File: config.mk
export PLATFORM = sky130hd
export DESIGN_NAME = store_buffer_drain_flat
export DESIGN_NICKNAME = d
export VERILOG_FILES = /design/src/rtl/load_store_unit_pkg.sv /design/src/rtl/store_buffer_drain_if.sv /design/src/rtl/store_lane_aligner.sv /design/src/rtl/store_buffer_drain.sv /design/src/flat_wrapper.sv
export SDC_FILE = /design/constraint.sdc
export NUM_CORES = 1
export LEC_CHECK = 0
export ABC_AREA = 1
export CORE_MARGIN = 1
export CORE_UTILIZATION = 38
export DETAILED_ROUTE_END_ITERATION = 16
export PLACE_DENSITY = 0.76
export SYNTH_ARGS = -nofsm -noshare
export SYNTH_HDL_FRONTEND = slang
export SYNTH_SLANG_ARGS = --single-unit
File: constraint.sdc
create_clock -name clk_i -period 1.6 [get_ports clk_i]
set_input_delay 0.16 -clock clk_i [delete_from_list [all_inputs] [get_ports clk_i]]
set_output_delay 0.16 -clock clk_i [all_outputs]
set_load 0.005 [all_outputs]
File: src/rtl/load_store_unit_pkg.sv
// Shared types for the load/store unit store path.
//   store_width_t        : access size of a buffered store (BYTE, HALF, WORD)
//   store_buffer_entry_t : one store-buffer entry (address, data, width)
//   drain_state_t        : state of the store-buffer drain FSM
package load_store_unit_pkg;

    typedef enum logic [1:0] {
        BYTE = 2'd0,
        HALF = 2'd1,
        WORD = 2'd2
    } store_width_t;

    typedef struct packed {
        logic [31:0]  address;
        logic [31:0]  data;
        store_width_t store_width;
    } store_buffer_entry_t;

    typedef enum logic [1:0] {
        IDLE      = 2'd0,
        ISSUE     = 2'd1,
        WAIT_DONE = 2'd2
    } drain_state_t;

endpackage

File: src/rtl/store_buffer_drain_if.sv
// Pull channel between the store buffer (slave) and its drain logic (master).
//   empty        : buffer has no entry; packet is valid whenever empty is low
//   packet       : head entry, first-word-fall-through
//   pull_request : pops the head entry at the rising clock edge
interface store_buffer_pull_interface;
    import load_store_unit_pkg::*;

    logic                empty;
    store_buffer_entry_t packet;
    logic                pull_request;

    modport master (input empty, input packet, output pull_request);
    modport slave  (output empty, output packet, input pull_request);

endinterface

File: src/rtl/store_lane_aligner.sv
// Combinational lane alignment of a store-buffer entry onto a 32-bit bus.
//   entry_i      : entry to align
//   address_o    : word-aligned address
//   data_o       : data replicated across all byte lanes of its width
//   strobe_o     : byte enables for the addressed lanes
//   misaligned_o : access crosses its natural alignment (or width is invalid)
module store_lane_aligner
    import load_store_unit_pkg::*;
(
    input  store_buffer_entry_t entry_i,
    output logic [31:0]         address_o,
    output logic [31:0]         data_o,
    output logic [3:0]          strobe_o,
    output logic                misaligned_o
);

    always_comb begin
        address_o    = {entry_i.address[31:2], 2'b00};
        data_o       = entry_i.data;
        strobe_o     = 4'b1111;
        misaligned_o = 1'b0;
        case (entry_i.store_width)
            BYTE: begin
                strobe_o = 4'b0001 << entry_i.address[1:0];
                data_o   = {4{entry_i.data[7:0]}};
            end
            HALF: begin
                strobe_o     = 4'b0011 << entry_i.address[1:0];
                data_o       = {2{entry_i.data[15:0]}};
                misaligned_o = entry_i.address[0];
            end
            WORD: begin
                misaligned_o = |entry_i.address[1:0];
            end
            default: begin
                misaligned_o = 1'b1;
            end
        endcase
    end

endmodule

File: src/rtl/store_buffer_drain.sv
// Drains the store buffer into memory, one store outstanding at a time.
//   clk_i, rst_n_i      : clock, synchronous active-low reset
//   pull_channel        : FWFT pull port of the store buffer
//   stall_i             : blocks new pulls while high
//   store_valid_o/ready : store request handshake
//   store_address_o     : word-aligned store address
//   store_data_o        : lane-replicated store data
//   store_strobe_o      : byte enables
//   store_done_i        : memory write completed
//   misaligned_o        : one-cycle pulse when an entry is dropped as misaligned
//   timeout_o           : one-cycle pulse when store_done_i never arrived
//   idle_o              : nothing in flight and buffer empty
module store_buffer_drain
    import load_store_unit_pkg::*;
#(
    parameter int unsigned DONE_TIMEOUT = 255
) (
    input  logic                              clk_i,
    input  logic                              rst_n_i,
    store_buffer_pull_interface.master        pull_channel,
    input  logic                              stall_i,
    output logic                              store_valid_o,
    input  logic                              store_ready_i,
    output logic [31:0]                       store_address_o,
    output logic [31:0]                       store_data_o,
    output logic [3:0]                        store_strobe_o,
    input  logic                              store_done_i,
    output logic                              misaligned_o,
    output logic                              timeout_o,
    output logic                              idle_o
);

    localparam int unsigned    CNT_W    = $clog2(DONE_TIMEOUT + 1);
    // Last count value before expiry: the edge that would bring the counter
    // to DONE_TIMEOUT is the expiry edge.
    localparam logic [CNT_W-1:0] CNT_LAST = CNT_W'(DONE_TIMEOUT - 1);

    drain_state_t     state_q;
    logic [CNT_W-1:0] count_q;
    logic             valid_q;
    logic             misaligned_q;
    logic             timeout_q;
    logic [31:0]      address_q;
    logic [31:0]      data_q;
    logic [3:0]       strobe_q;

    logic [31:0]      aligned_address;
    logic [31:0]      aligned_data;
    logic [3:0]       aligned_strobe;
    logic             aligned_misaligned;
    logic             pull;

    store_lane_aligner u_aligner (
        .entry_i      (pull_channel.packet),
        .address_o    (aligned_address),
        .data_o       (aligned_data),
        .strobe_o     (aligned_strobe),
        .misaligned_o (aligned_misaligned)
    );

    // A pop happens from IDLE, or from WAIT_DONE in the completion cycle.
    always_comb begin
        pull = 1'b0;
        if (rst_n_i && !pull_channel.empty && !stall_i) begin
            pull = (state_q == IDLE) || ((state_q == WAIT_DONE) && store_done_i);
        end
    end

    assign pull_channel.pull_request = pull;
    assign idle_o                    = (state_q == IDLE) && pull_channel.empty;

    always_ff @(posedge clk_i) begin
        if (!rst_n_i) begin
            state_q      <= IDLE;
            count_q      <= '0;
            valid_q      <= 1'b0;
            misaligned_q <= 1'b0;
            timeout_q    <= 1'b0;
            address_q    <= '0;
            data_q       <= '0;
            strobe_q     <= '0;
        end else begin
            misaligned_q <= 1'b0;
            timeout_q    <= 1'b0;
            case (state_q)
                ISSUE: begin
                    if (store_ready_i) begin
                        valid_q <= 1'b0;
                        count_q <= '0;
                        state_q <= WAIT_DONE;
                    end
                end
                WAIT_DONE: begin
                    if (store_done_i) begin
                        count_q <= '0;
                        state_q <= IDLE;
                    end else if (count_q == CNT_LAST) begin
                        timeout_q <= 1'b1;
                        count_q   <= '0;
                        state_q   <= IDLE;
                    end else begin
                        count_q <= count_q + CNT_W'(1);
                    end
                end
                default: ;
            endcase
            // The pop overrides the state chosen above, so a completion in
            // WAIT_DONE can chain straight into the next entry.
            if (pull) begin
                if (aligned_misaligned) begin
                    misaligned_q <= 1'b1;
                    valid_q      <= 1'b0;
                    state_q      <= IDLE;
                end else begin
                    valid_q   <= 1'b1;
                    address_q <= aligned_address;
                    data_q    <= aligned_data;
                    strobe_q  <= aligned_strobe;
                    state_q   <= ISSUE;
                end
            end
        end
    end

    assign store_valid_o   = valid_q;
    assign store_address_o = address_q;
    assign store_data_o    = data_q;
    assign store_strobe_o  = strobe_q;
    assign misaligned_o    = misaligned_q;
    assign timeout_o       = timeout_q;

endmodule

File: src/flat_wrapper.sv
// flat-port wrapper written by rule: the top's interface ports become plain ports
module store_buffer_drain_flat import load_store_unit_pkg::*;
#(
    parameter int unsigned DONE_TIMEOUT = 255
)
  (clk_i, rst_n_i, stall_i, store_valid_o, store_ready_i, store_address_o, store_data_o, store_strobe_o, store_done_i, misaligned_o, timeout_o, idle_o, pull_channel_empty, pull_channel_packet, pull_channel_pull_request);
  store_buffer_pull_interface pull_channel_i ();
  input  logic clk_i;
  input  logic rst_n_i;
  input  logic stall_i;
  output logic store_valid_o;
  input  logic store_ready_i;
  output logic [31:0] store_address_o;
  output logic [31:0] store_data_o;
  output logic [3:0] store_strobe_o;
  input  logic store_done_i;
  output logic misaligned_o;
  output logic timeout_o;
  output logic idle_o;
  input wire logic [$bits(pull_channel_i.empty)-1:0] pull_channel_empty;
  input wire logic [$bits(pull_channel_i.packet)-1:0] pull_channel_packet;
  output wire logic [$bits(pull_channel_i.pull_request)-1:0] pull_channel_pull_request;
  assign pull_channel_i.empty = pull_channel_empty;
  assign pull_channel_i.packet = pull_channel_packet;
  assign pull_channel_pull_request = pull_channel_i.pull_request;
  store_buffer_drain #(.DONE_TIMEOUT(DONE_TIMEOUT)) u_core (.clk_i(clk_i), .rst_n_i(rst_n_i), .pull_channel(pull_channel_i), .stall_i(stall_i), .store_valid_o(store_valid_o), .store_ready_i(store_ready_i), .store_address_o(store_address_o), .store_data_o(store_data_o), .store_strobe_o(store_strobe_o), .store_done_i(store_done_i), .misaligned_o(misaligned_o), .timeout_o(timeout_o), .idle_o(idle_o));
endmodule
### Word level (Yosys, flattened, before mapping)

Index checks and enable logic that the tools add are counted.

* bits in registers: 79
* input bits: 72
* output and inout bits: 73
* logic and storage cells: 62

* $add $sub $neg: 1
* equality and inequality tests: 8
* shift operators: 2
* multiplexer cells: 20
* bitwise gates (word level): 3
* reductions and logical operators: 20

Operators by type and width (count)
* 32-bit one-hot mux with 2 select lines: 1
* 8-bit two-way mux: 3
* 8-bit one-hot mux with 2 select lines: 1
* 8-bit by 1-bit adder with 8-bit output (second input constant): 1
* 8-bit equality test (second input constant): 1
* 1-bit two-way mux: 8
* 2-bit two-way mux: 4
* 4-bit one-hot mux with 2 select lines: 1
* 2-bit AND reduction: 4
* 2-bit nonzero test: 3
* 2-bit by 1-bit equality test with 1-bit output (second input constant): 2
* 2-bit equality test (second input constant): 2
* 1-bit logical AND: 4
* 2-bit logical NOT: 2
* 4-bit != test (second input constant): 1
* 2-bit one-hot mux with 2 select lines: 1
* 1-bit by 2-bit left shift with 4-bit output (first input constant): 1
* 2-bit by 2-bit left shift with 4-bit output (first input constant): 1
* 3-bit != test (second input constant): 1
* 1-bit inverter: 3
* 1-bit one-hot mux with 3 select lines: 1
* 3-bit AND reduction: 1
* 3-bit nonzero test: 1
* 3-bit OR reduction: 1
* other kinds (4): 5

### Depth between registers and ports, before layout

* depth in word-level cells: 6
* mapped depth: 10
* mapped depth without buffers: 9

### Modules after synthesis

From an unflattened synthesis, not the netlist that was laid out.

* cell total of the unflattened synthesis: 675
* area, all modules: 4408.0 µm²

By module, submodules not included
* store_buffer_drain: instances 1, cells an instance 535, area an instance 3606.0 µm², sequential area each 1621.6 µm²
* store_lane_aligner: instances 1, cells an instance 140, area an instance 802.0 µm², sequential area each 0.0 µm²

### Worst setup path after synthesis

OpenSTA, ideal clock, no wires.

* kind: flip-flop to flip-flop
* from: register u_core.state_q[0]
* to: register u_core.count_q[1]
* setup time: 71 ps
* data arrival time: 1533 ps
* required time: 1529 ps
* path slack: -4 ps
* cell stages (with the launch flop): 7
* buffers on the path: 0
* period minus slack after synthesis: 1604 ps
* cells stage by stage: dfxtp_1 > inv_1 > ha_1 > a21boi_1 > inv_1 > or2_2 > a21oi_1

* word-level cells in the longest chain between the ends: 3
* elaborated cells on any way between the ends: 6
* those cells by class: eq/ne (3); mux (1); reduce/logical (2)

RTL lines
* start: declaration: line store_buffer_drain.sv:38 `drain_state_t state_q;`
* start signal: assignment: line store_buffer_drain.sv:74 `state_q <= IDLE;`
* start signal: assignment: line store_buffer_drain.sv:90 `state_q <= WAIT_DONE;`
* start signal: assignment: line store_buffer_drain.sv:96 `state_q <= IDLE;`
* 2-bit by 1-bit equality test with 1-bit output / 2-bit equality test (equally long branches): line store_buffer_drain.sv:85 `case (state_q)`
* 2-bit != test (no source line) / 2-bit nonzero test (equally long branches)
* 2-bit AND reduction (no source line)
* end signal: assignment: line store_buffer_drain.sv:102 `count_q <= count_q + CNT_W'(1);`
* end: declaration: line store_buffer_drain.sv:39 `logic [CNT_W-1:0] count_q;`

Parallel ways exist; a longest one is shown, timed or not.
A chain may end at the register's enable or synchronous reset.

### Worst setup path after layout

Ends and elaborated chain as after synthesis.

==> metrics.cfg <==
[run_status]
status = finished, final reports clean

[final_layout]
fin_nets = 727
instances_no_fill = 763
area_delta_synth_final_pct = 57.3
drive_gt1_share_pct = 10.5
stdcell_area_um2 = 5390
antenna_cells = 0

[timing]
finalSetupViolCount = 0
fin_ws_ps = 40.8
final_hold_viol_count = 0
fin_crit_ps = 1560
finalMaxSlewViolations = 0
fin_crit_sh_pct = 97.5
rsz0062_at_grt = yes
timing.fmax_ghz = 0.641
fin_skew_ps = 5.74

[worst_setup_path]
r2r_end = u_core.count_q[1]
crit_type = reg -> reg
endpoint_kind = flop
start_kind = flop
path_buf_inv = 2
r2r_start = u_core.state_q[0]
ff2ff_setup_slack_ps = 40
r2r_cells = 6
crit_chain = buf_4 -> ha_1 -> a21boi_4 -> inv_1 -> or2_2 -> a21oi_1
crit_path_max_incr_delay_ps = 330
crit_arrival_ps = 1830
required_ps = 1870
crit_path_top_delay_cell = dfxtp_2
cp_top_family = compound AO/OA/AOI/OAI gates
crit_fanout = 7

[floorplan]
core_um2 = 8720
die_height_um = 96.9
die-area_um2 = 9400
placementRows = 34
boundaryPins = 145
start_util_pct = 39.3
die_x_um = 96.9

[global_route]
grt_usage_pct = 21.8
grt_pass1_vias = 3508
grt_max_degree = 41
grt_pass1_wl_um = 16700
overflow = 0
antenna_found_initial = 0

[yosys]
synth_cell_type_count = 29
netlist_instances = 493
ys_ff_latch = 79
synth-edff-count = 0
ys_seq_area_share_pct = 46.2
synth.avg_cell_area_um2 = 6.95
async_flop_share_pct = 0
yosys_warnings = 0
synth_flop_cell = dfxtp_1
syn_area_um2 = 3420

[worst_hold_path]
hp-start = rst_n_i
whs_path_depth = 4
hold_path.class = in -> reg
whs_endpoint = u_core.store_data_o[9]

[placement]
dp.cells = 744
pre_cts_ws_ps = -138
hpwl_um = 7490
dpl_cell_area_um2 = 5080
portBuffers = 142
gp_congestion = 0.864

[drt]
ant_nets = 0
dr.pass1.iters = 4
post_drt_wl_per_cell_um = 13.3
drt_wl_total_um = 10200
viasPerCell = 4.76
first_iter_violations = 125
post-route-drc-count = 0
num_vias = 3635

[pwr]
ir_worst_vdd_mv = 0.487
p_leak_nw = 2.16
powerDensity_nw_per_um2 = 794
total_power_w = 0.00428

[job]
drv_cap = 0

[clock_network]
postCtsHoldBufs = 0
clock_latency_ps = 340
clock_sinks = 79
clkTransAtPathRegs_ps = 80
cts-root-buf = clkbuf_8
cts_inserted_buffers = 9
cts_buffer_depth = 2
cts_tree = done
htreeDepth = 3

[how the worst max path moves through the flow]
stage                             startpoint                    endpoint  slack (ps)  cells after the start
after global routing       u_core.state_q[0]           u_core.count_q[1]         -30                      6
after global placement    pull_channel_empty   pull_channel_pull_request        -100                      5
after CTS                  u_core.state_q[0]   pull_channel_pull_request           8                      5
after detailed placement  pull_channel_empty  u_core.store_address_o[10]        -140                      8
after floorplan            u_core.state_q[0]  u_core.store_address_o[11]          70                     10
final                      u_core.state_q[0]           u_core.count_q[1]          40                      6
[Yosys cell counts, drive strengths merged, types with 2 or more instances]
cell | n | share of area (%)
dfxtp | 79 | 46
o21ai | 48 | 7.5
nand2 | 76 | 8.5
buf | 18 | 3.3
a21oi | 24 | 3.5
clkbuf | 10 | 1.1
xor2 | 2 | 0.51
o211ai | 4 | 0.88
nor2 | 162 | 18
inv | 31 | 3.4
nand3 | 25 | 3.7
ha | 5 | 1.8
[cells in the final DEF, fill, tap and decap left out, types with 2 or more instances in the layout]
master and instances:
a21oi_1 22, buf_12 3, buf_4 24, buf_6 3, clkbuf_8 10, clkdlybuf4s50_1 139, clkinv_2 4, conb_1 2
dfxtp_1 77, dlygate4sd2_1 2, ha_1 3, ha_4 2, inv_1 25, inv_2 5, nand2_1 75, nand3_1 25
nor2_1 159, nor2_4 2, o211ai_1 4, o21ai_0 32, o21ai_1 14, xor2_1 2
[layer usage]
layer	share of wire (%)	global-route usage, %	wire length [um]	vias to the layer above
li1	-	-	-	1859
met1	44	25.6	4470	1627
met2	48	37.8	4840	131
met3	6.0	6.21	614	18
met4	2.5	8.04	252	0
met5	0	0	0	-
[power breakdown]
part / internal [W] / switching (W) / total [W]
sequential: 0.00205 / 0.0000478 / 0.00209
combinational: 0.000478 / 0.000380 / 0.000858
clock: 0.000598 / 0.000731 / 0.00133
total: 0.00312 / 0.00116 / 0.00428
[sequential cells by signal, summed over array words and instances, names as in the netlist]
signal	flops
u_core.count_q	8
u_core.store_data_o	32
u_core.timeout_o	1
u_core.store_address_o	30
u_core.store_strobe_o	4
u_core.state_q	2
u_core.misaligned_o	1
u_core.store_valid_o	1
[logic make-up after synthesis]
| kind of cell | count (synthesis) | synth area share (%) |
|---|---|---|
| buf+inv | 60 | 7.86 |
| xor+xnor | 3 | 0.767 |
| fa+ha+maj | 5 | 1.83 |
| simple gates | 267 | 30.9 |
| flops | 79 | 46.2 |
| mux | 1 | 0.292 |
| other cells | 1 | 0.110 |
| compound gates | 77 | 12.1 |
[worst reg2reg max path, cell delays in order (launching register included)]
cell and delay [ps]:
dfxtp_2 330, buf_4 130, ha_1 240, a21boi_4 220
inv_1 140, or2_2 290, a21oi_1 140
[repair_timing]
item / 4_1_cts / 5_1_grt
buffers inserted: 2 / 0
gates resized for setup: 15 / 24
endpoints found under the setup margin: 63 / 71
pin swaps: 4 / 1
cloned: 0 / 1
[through the flow]
| step | hold WS (ps) | utilization, % | TNS (ps) |
|---|---|---|---|
| 4_1_cts | 333 | 60.9 | 0 |
| 3_3_place_gp | 452 | 58.3 | -2200 |
| 3_5_place_dp | 461 | 58.3 | -3900 |
| 2_1_floorplan | 237 | - | 0 |
| 6_report | 358 | 61.8 | 0 |
| 5_1_grt | 372 | 61.8 | -26.0 |
[final cells by class]
type                    instances  area [um^2]
clock buffers                  10          138
clock inverters                 6         36.3
fillers                       795         3330
inverters                      32          125
multi-input cells             355         1650
flip-flops and latches         79         1590
well taps                     108          135
repair buffers                173         1710
Power figures use the tool's default switching activity.
